==> config.mk <==
export PLATFORM = sky130hd
export DESIGN_NAME = elevator_car_flat
export DESIGN_NICKNAME = d
export VERILOG_FILES = /design/src/rtl/elevator_pkg.sv /design/src/rtl/elevator_car_if.sv /design/src/rtl/elevator_timer.sv /design/src/rtl/elevator_car.sv /design/src/flat_wrapper.sv
export SDC_FILE = /design/constraint.sdc
export NUM_CORES = 1
export LEC_CHECK = 0
export BUFFER_PORTS_ARGS = -buffer_cell sky130_fd_sc_hd__buf_2
export CAP_MARGIN = 10
export CORE_MARGIN = 3
export CORE_UTILIZATION = 50
export DETAILED_ROUTE_END_ITERATION = 8
export PLACE_DENSITY = 0.8
export SLEW_MARGIN = 20
export SYNTH_ARGS = -nofsm -noshare
export SYNTH_HDL_FRONTEND = slang
export SYNTH_SLANG_ARGS = --single-unit
export TNS_END_PERCENT = 100
==> constraint.sdc <==
create_clock -name clk -period 3.5 [get_ports clk]
set_clock_uncertainty 0.05 [all_clocks]
set_input_delay 0.525 -clock clk [delete_from_list [all_inputs] [get_ports clk]]
set_output_delay 0.525 -clock clk [all_outputs]
set_load 0.01 [all_outputs]
==> src/rtl/elevator_pkg.sv <==
// Shared types and helpers for the elevator car.
// floor_t encodes floors 1..3 (0 is never a valid position).
// Command vector layout is {d2, d1, n, u1, u2}.
package elevator_pkg;

    typedef logic [1:0] floor_t;
    localparam floor_t F1 = 2'd1;
    localparam floor_t F2 = 2'd2;
    localparam floor_t F3 = 2'd3;

    typedef logic [1:0] car_state_t;
    localparam car_state_t StIdle = 2'd0;
    localparam car_state_t StMove = 2'd1;
    localparam car_state_t StDoor = 2'd2;

    typedef logic [4:0] cmd_t;
    localparam int unsigned CMD_U2 = 0;
    localparam int unsigned CMD_U1 = 1;
    localparam int unsigned CMD_N  = 2;
    localparam int unsigned CMD_D1 = 3;
    localparam int unsigned CMD_D2 = 4;
    localparam cmd_t        CMD_NOP = 5'b00100;

    // True when cmd is exactly one bit and its target floor lies within 1..3.
    function automatic logic legal_move(floor_t f, cmd_t cmd);
        logic ok;
        ok = 1'b0;
        if ($onehot(cmd)) begin
            if (cmd[CMD_D2])      ok = (f == F3);
            else if (cmd[CMD_D1]) ok = (f == F2) || (f == F3);
            else if (cmd[CMD_N])  ok = 1'b1;
            else if (cmd[CMD_U1]) ok = (f == F1) || (f == F2);
            else                  ok = (f == F1);
        end
        return ok;
    endfunction

endpackage

==> src/rtl/elevator_car_if.sv <==
// Command/status bundle between an elevator controller and the car.
// master: controller side (drives d2..u2, observes status).
// slave : car side (samples commands, drives status and floor indicators).
interface elevator_car_if;
    import elevator_pkg::*;

    logic   d2, d1, n, u1, u2;
    logic   ready, moving, dir_up, door_open, arrive, cmd_err;
    floor_t floor;
    logic   at_f1, at_f2, at_f3;

    modport master (
        output d2, d1, n, u1, u2,
        input  ready, moving, dir_up, door_open, arrive, cmd_err, floor, at_f1, at_f2, at_f3
    );

    modport slave (
        input  d2, d1, n, u1, u2,
        output ready, moving, dir_up, door_open, arrive, cmd_err, floor, at_f1, at_f2, at_f3
    );

endinterface

==> src/rtl/elevator_timer.sv <==
// Loadable down-counter shared by the travel and door phases.
// Ports: clk/rst (sync, active-high), load_i/load_val_i load a value,
// dec_i decrements (saturating at 0), count_o current value, zero_o count==0.
module elevator_timer #(
    parameter int unsigned Width = 3
) (
    input  logic             clk,
    input  logic             rst,
    input  logic             load_i,
    input  logic [Width-1:0] load_val_i,
    input  logic             dec_i,
    output logic [Width-1:0] count_o,
    output logic             zero_o
);

    logic [Width-1:0] count_q, count_d;

    always_comb begin
        count_d = count_q;
        if (load_i) begin
            count_d = load_val_i;
        end else if (dec_i && (count_q != '0)) begin
            count_d = count_q - 1'b1;
        end
    end

    always_ff @(posedge clk) begin
        if (rst) count_q <= '0;
        else     count_q <= count_d;
    end

    assign count_o = count_q;
    assign zero_o  = (count_q == '0);

endmodule

==> src/rtl/elevator_car.sv <==
// Elevator car plant: executes one-hot move commands with per-floor travel
// time and a door dwell, and reports position as encoded and one-hot floor.
// Ports: clk, rst (sync, active-high), car (elevator_car_if.slave) carrying
// commands d2/d1/n/u1/u2 in and ready/moving/dir_up/door_open/arrive/
// cmd_err/floor/at_f1..at_f3 out.
module elevator_car
    import elevator_pkg::*;
#(
    parameter int unsigned FLOOR_TICKS = 4,
    parameter int unsigned DOOR_TICKS  = 3
) (
    input logic           clk,
    input logic           rst,
    elevator_car_if.slave car
);

    localparam int unsigned MaxTicks  = (FLOOR_TICKS > DOOR_TICKS) ? FLOOR_TICKS : DOOR_TICKS;
    localparam int unsigned CntW      = $clog2(MaxTicks + 1);
    localparam logic [CntW-1:0] FloorLoad = CntW'(FLOOR_TICKS - 1);
    localparam logic [CntW-1:0] DoorLoad  = CntW'(DOOR_TICKS - 1);

    car_state_t state_q, state_d;
    floor_t     floor_q, floor_d;
    logic       dir_q, dir_d;
    logic       two_q, two_d;        // a second floor still to travel
    logic       err_q, err_d;

    logic            tmr_load, tmr_dec, tmr_zero;
    logic [CntW-1:0] tmr_load_val, tmr_count;
    cmd_t            cmd;

    assign cmd = {car.d2, car.d1, car.n, car.u1, car.u2};

    elevator_timer #(
        .Width (CntW)
    ) u_timer (
        .clk        (clk),
        .rst        (rst),
        .load_i     (tmr_load),
        .load_val_i (tmr_load_val),
        .dec_i      (tmr_dec),
        .count_o    (tmr_count),
        .zero_o     (tmr_zero)
    );

    always_comb begin
        state_d      = state_q;
        floor_d      = floor_q;
        dir_d        = dir_q;
        two_d        = two_q;
        err_d        = 1'b0;
        tmr_load     = 1'b0;
        tmr_load_val = FloorLoad;
        tmr_dec      = 1'b0;
        case (state_q)
            StIdle: begin
                if (cmd != CMD_NOP) begin
                    if (legal_move(floor_q, cmd)) begin
                        state_d  = StMove;
                        dir_d    = cmd[CMD_U1] | cmd[CMD_U2];
                        two_d    = cmd[CMD_U2] | cmd[CMD_D2];
                        tmr_load = 1'b1;
                    end else begin
                        err_d = 1'b1;
                    end
                end
            end
            StMove: begin
                if (tmr_zero) begin
                    floor_d  = dir_q ? floor_q + 2'd1 : floor_q - 2'd1;
                    tmr_load = 1'b1;
                    if (two_q) begin
                        two_d = 1'b0;
                    end else begin
                        state_d      = StDoor;
                        tmr_load_val = DoorLoad;
                    end
                end else begin
                    tmr_dec = 1'b1;
                end
            end
            StDoor: begin
                if (tmr_zero) state_d = StIdle;
                else          tmr_dec = 1'b1;
            end
            default: state_d = StIdle;
        endcase
    end

    always_ff @(posedge clk) begin
        if (rst) begin
            state_q <= StIdle;
            floor_q <= F1;
            dir_q   <= 1'b1;
            two_q   <= 1'b0;
            err_q   <= 1'b0;
        end else begin
            state_q <= state_d;
            floor_q <= floor_d;
            dir_q   <= dir_d;
            two_q   <= two_d;
            err_q   <= err_d;
        end
    end

    assign car.ready     = (state_q == StIdle);
    assign car.moving    = (state_q == StMove);
    assign car.door_open = (state_q == StDoor);
    // The counter only falls during the dwell, so the load value marks its first cycle.
    assign car.arrive    = (state_q == StDoor) && (tmr_count == DoorLoad);
    assign car.dir_up    = dir_q;
    assign car.cmd_err   = err_q;
    assign car.floor     = floor_q;
    assign car.at_f1     = (floor_q == F1);
    assign car.at_f2     = (floor_q == F2);
    assign car.at_f3     = (floor_q == F3);

endmodule

==> src/flat_wrapper.sv <==
// flat-port wrapper written by rule: the top's interface ports become plain ports
module elevator_car_flat import elevator_pkg::*;
#(
    parameter int unsigned FLOOR_TICKS = 4,
    parameter int unsigned DOOR_TICKS  = 3
)
  (clk, rst, car_d2, car_d1, car_n, car_u1, car_u2, car_ready, car_moving, car_dir_up, car_door_open, car_arrive, car_cmd_err, car_floor, car_at_f1, car_at_f2, car_at_f3);
  elevator_car_if car_i ();
  input logic clk;
  input logic rst;
  input wire logic [$bits(car_i.d2)-1:0] car_d2;
  input wire logic [$bits(car_i.d1)-1:0] car_d1;
  input wire logic [$bits(car_i.n)-1:0] car_n;
  input wire logic [$bits(car_i.u1)-1:0] car_u1;
  input wire logic [$bits(car_i.u2)-1:0] car_u2;
  output wire logic [$bits(car_i.ready)-1:0] car_ready;
  output wire logic [$bits(car_i.moving)-1:0] car_moving;
  output wire logic [$bits(car_i.dir_up)-1:0] car_dir_up;
  output wire logic [$bits(car_i.door_open)-1:0] car_door_open;
  output wire logic [$bits(car_i.arrive)-1:0] car_arrive;
  output wire logic [$bits(car_i.cmd_err)-1:0] car_cmd_err;
  output wire logic [$bits(car_i.floor)-1:0] car_floor;
  output wire logic [$bits(car_i.at_f1)-1:0] car_at_f1;
  output wire logic [$bits(car_i.at_f2)-1:0] car_at_f2;
  output wire logic [$bits(car_i.at_f3)-1:0] car_at_f3;
  assign car_i.d2 = car_d2;
  assign car_i.d1 = car_d1;
  assign car_i.n = car_n;
  assign car_i.u1 = car_u1;
  assign car_i.u2 = car_u2;
  assign car_ready = car_i.ready;
  assign car_moving = car_i.moving;
  assign car_dir_up = car_i.dir_up;
  assign car_door_open = car_i.door_open;
  assign car_arrive = car_i.arrive;
  assign car_cmd_err = car_i.cmd_err;
  assign car_floor = car_i.floor;
  assign car_at_f1 = car_i.at_f1;
  assign car_at_f2 = car_i.at_f2;
  assign car_at_f3 = car_i.at_f3;
  elevator_car #(.FLOOR_TICKS(FLOOR_TICKS), .DOOR_TICKS(DOOR_TICKS)) u_core (.clk(clk), .rst(rst), .car(car_i));
endmodule
==> impl_results.md <==
- Status: finished clean
- Synth area leaders: dfxtp_1, ha_1, inv_1
- Synth unique cells: 29
- Crit path time final: 2.58 ns
- M1 WL: 739 um
- Core Footprint: 1400 sq um
- Wire length on met2: 695 um
- Post-synth ARST share: 0
- Crit share post-route: 0.738
- TritonCTS Buffers: 3
- Layout cell share with drive strength beyond 1: 0.236
- Routed wl met3: 69 um
- Reg-to-Reg Start: u_core.car.floor[0]
- Worst hold start: u_core.state_q[1]
- Max_slew headroom: 0.811
- Placed inst area: 895 sq um
- Cells after synthesis: 91
- Post-route DRC: 0
- Worst Setup SP: car_u1
- Max clock buf depth: 2
- Max Fclk: 387 MHz
- Final net count: 134
- Initial DRT Pass Iterations: 4
- Initial Utilization: 0.568
- Row count: 13
- Clock transition at path regs: 0.06 ns
- Crit path DAT: 2.73 ns
- CTS tree: built
- Slew at the pin closest to its max-slew limit: 0.284 ns
- Uppermost routed layer: met4
- Post-CTS setup buffers: 0
- Largest net degree at the start of global routing: 13
- DP Wirelength: 1270 um
- Leak Pwr: 0.451 nW
- Crit-path max FO: 4
- Most common cell in the synthesized netlist: inv_1
- Final ANT Viol Nets: 0
- # Max-Cap Violations: 0
- Routed len/inst: 12.1 um
- Total track usage: 0.175
- Area share of the leading cell type in the synthesized netlist: 0.252
- Critical Path Source Type: input pin
- Cts hold-fix bufs: 0
- Min-Delay Path Class: flip-flop to flip-flop
- Critical Path RT: 3.65 ns
- Post-synthesis sequential area ratio: 0.252
- Post-Route WL: 1510 um
- Post-synth top area cell: dfxtp_1
- Gp weighted congestion: 0.752
- Vias in the first global route: 612
- Net Count, Synth: 113
- CTS H-tree lvls: 1
- GRT overflow: 0
- Crit Path Class: input pin to flip-flop
- Netlist Area Pre-Place: 795 sq um
- Layout area overhead: 15.4%
- CTS sink cnt: 10
- Final Hold Fails: 0
- I/O pin cnt: 18
- P per Cell Area: 358 nW/um^2
- Max Slew Vio Count: 0
- Resize count post-CTS: 0
- Worst skew pair latency: 0.26 ns
- Initial antenna violation count: 0
- Synth Register Bits: 10
- Max VDD drop: 0.221 mV
- I/O Buffers: 17
- Post-layout instance area: 917 sq um
- First-pass GRT wire length: 2630 um
- EDFF count, synth: 0
- Synth Flop Type: dfxtp_1
- Die span in y: 45.9 um
- Final setup fails: 0
- Synth Warn #: 0
- Via-to-Cell Ratio: 5.33
- Synth top cells by count: inv_1, ha_1, dfxtp_1, nand2b_1, nor2_1
- Die Area: 2100 sq um
- Initial DRC count: 9
- Clock Tree Root: clkbuf_4
- Ant. Diodes: 0
- Setup repair after global routing missed its margin: false
- Vias after detailed routing: 666
- Critical Path Sink Type: flip-flop
- Syn Area/Cell: 8.73 sq um
- Setup TNS: 0 ns
- Chip width: 45.9 um
==> flip-flops by register name (all words and copies together), names as in the netlist <==
register,count
u_core.car.dir_up,1
u_core.car.cmd_err,1
u_core.state_q,2
u_core.car.floor,2
u_core.u_timer.count_o,3
u_core.two_q,1
==> worst max-delay path: stages <==
cell and delay [ns]:
buf_2 0.11, inv_1 0.04, ha_1 0.26, inv_1 0.05, fa_1 0.40, fa_1 0.49, nand3b_1 0.09, a31oi_2 0.19
nand3_1 0.16, a21oi_1 0.22, mux2i_1 0.19
==> metal layers <==
metal,up-vias,GRT usage
li1,337,-
met1,315,0.221
met2,12,0.277
met3,2,0.0711
met4,0,0.0341
met5,-,0
==> final timing paths <==
path                                     endpoint  slack [ns]  depth (start not counted)
worst max-delay path            u_core.state_q[1]        0.92                         11
worst min-delay path            u_core.state_q[1]        0.45                          2
worst max register to register  u_core.state_q[1]        1.65                          7
worst min register to register  u_core.state_q[1]        0.45                          2
==> per-stage QoR <==
| stage | hold WS, ns | instances | util | total power (W) | setup WS (ns) |
|---|---|---|---|---|---|
| floorplan | 0.416 | 91 | - | 0.000223 | 0.876 |
| global placement | 0.438 | 122 | 0.640 | 0.000250 | 0.710 |
| detailed placement | 0.446 | 122 | 0.640 | 0.000254 | 0.654 |
| CTS | 0.455 | 125 | 0.656 | 0.000332 | 0.930 |
| global route | 0.483 | 125 | 0.656 | 0.000354 | 0.825 |
| finish | 0.451 | 125 | 0.656 | 0.000328 | 0.918 |
==> where the power goes <==
part            total, W  internal (W)  switching [W]
Clock          0.0000768     0.0000396      0.0000372
Sequential      0.000132      0.000125     0.00000723
Combinational   0.000119     0.0000527      0.0000668
==> kinds of logic after synthesis <==
logic type	Yosys count	synth area share
DFF	10	0.252
xor gates and xnor gates	4	0.0441
muxes	2	0.0252
and+or+nand+nor	32	0.236
AOI/OAI and AO/OA	13	0.117
buffers and inverters	15	0.0709
adders and majority gates	15	0.255
==> placed cells by master, fill, tap and decap left out <==
cell type,synthesis,final
buf_2,0,17
inv_1,14,14
ha_1,13,13
dfxtp_1,10,10
nand2b_1,8,8
nor2_1,6,6
nand2_1,5,5
a21oi_1,5,5
nand3_1,3,3
nor3_1,3,3
clkbuf_4,0,3
mux2i_1,2,2
xor2_1,2,2
xnor2_1,2,2
fa_1,2,2
a21o_1,1,1
nand2b_4,1,1
nand3b_1,1,1
a31oi_2,1,1
and4_4,1,1
a31oi_1,1,1
nor2b_1,1,1
a21oi_2,1,1
and3b_1,1,1
a211oi_1,1,1
a211oi_2,1,1
o21a_1,1,1
nor3_2,1,1
nand4b_1,1,1
o21ai_1,1,1
==> final cells by class <==
class                           instances  area, sq um
Multi-Input combinational cell         66          538
Fill cell                             128          482
Sequential cell                        10          200
Timing Repair Buffer                   17         85.1
Inverter                               14         52.6
Clock buffer                            3         22.5
Tap cell                               15         18.8
Power figures use the tool's default switching activity.
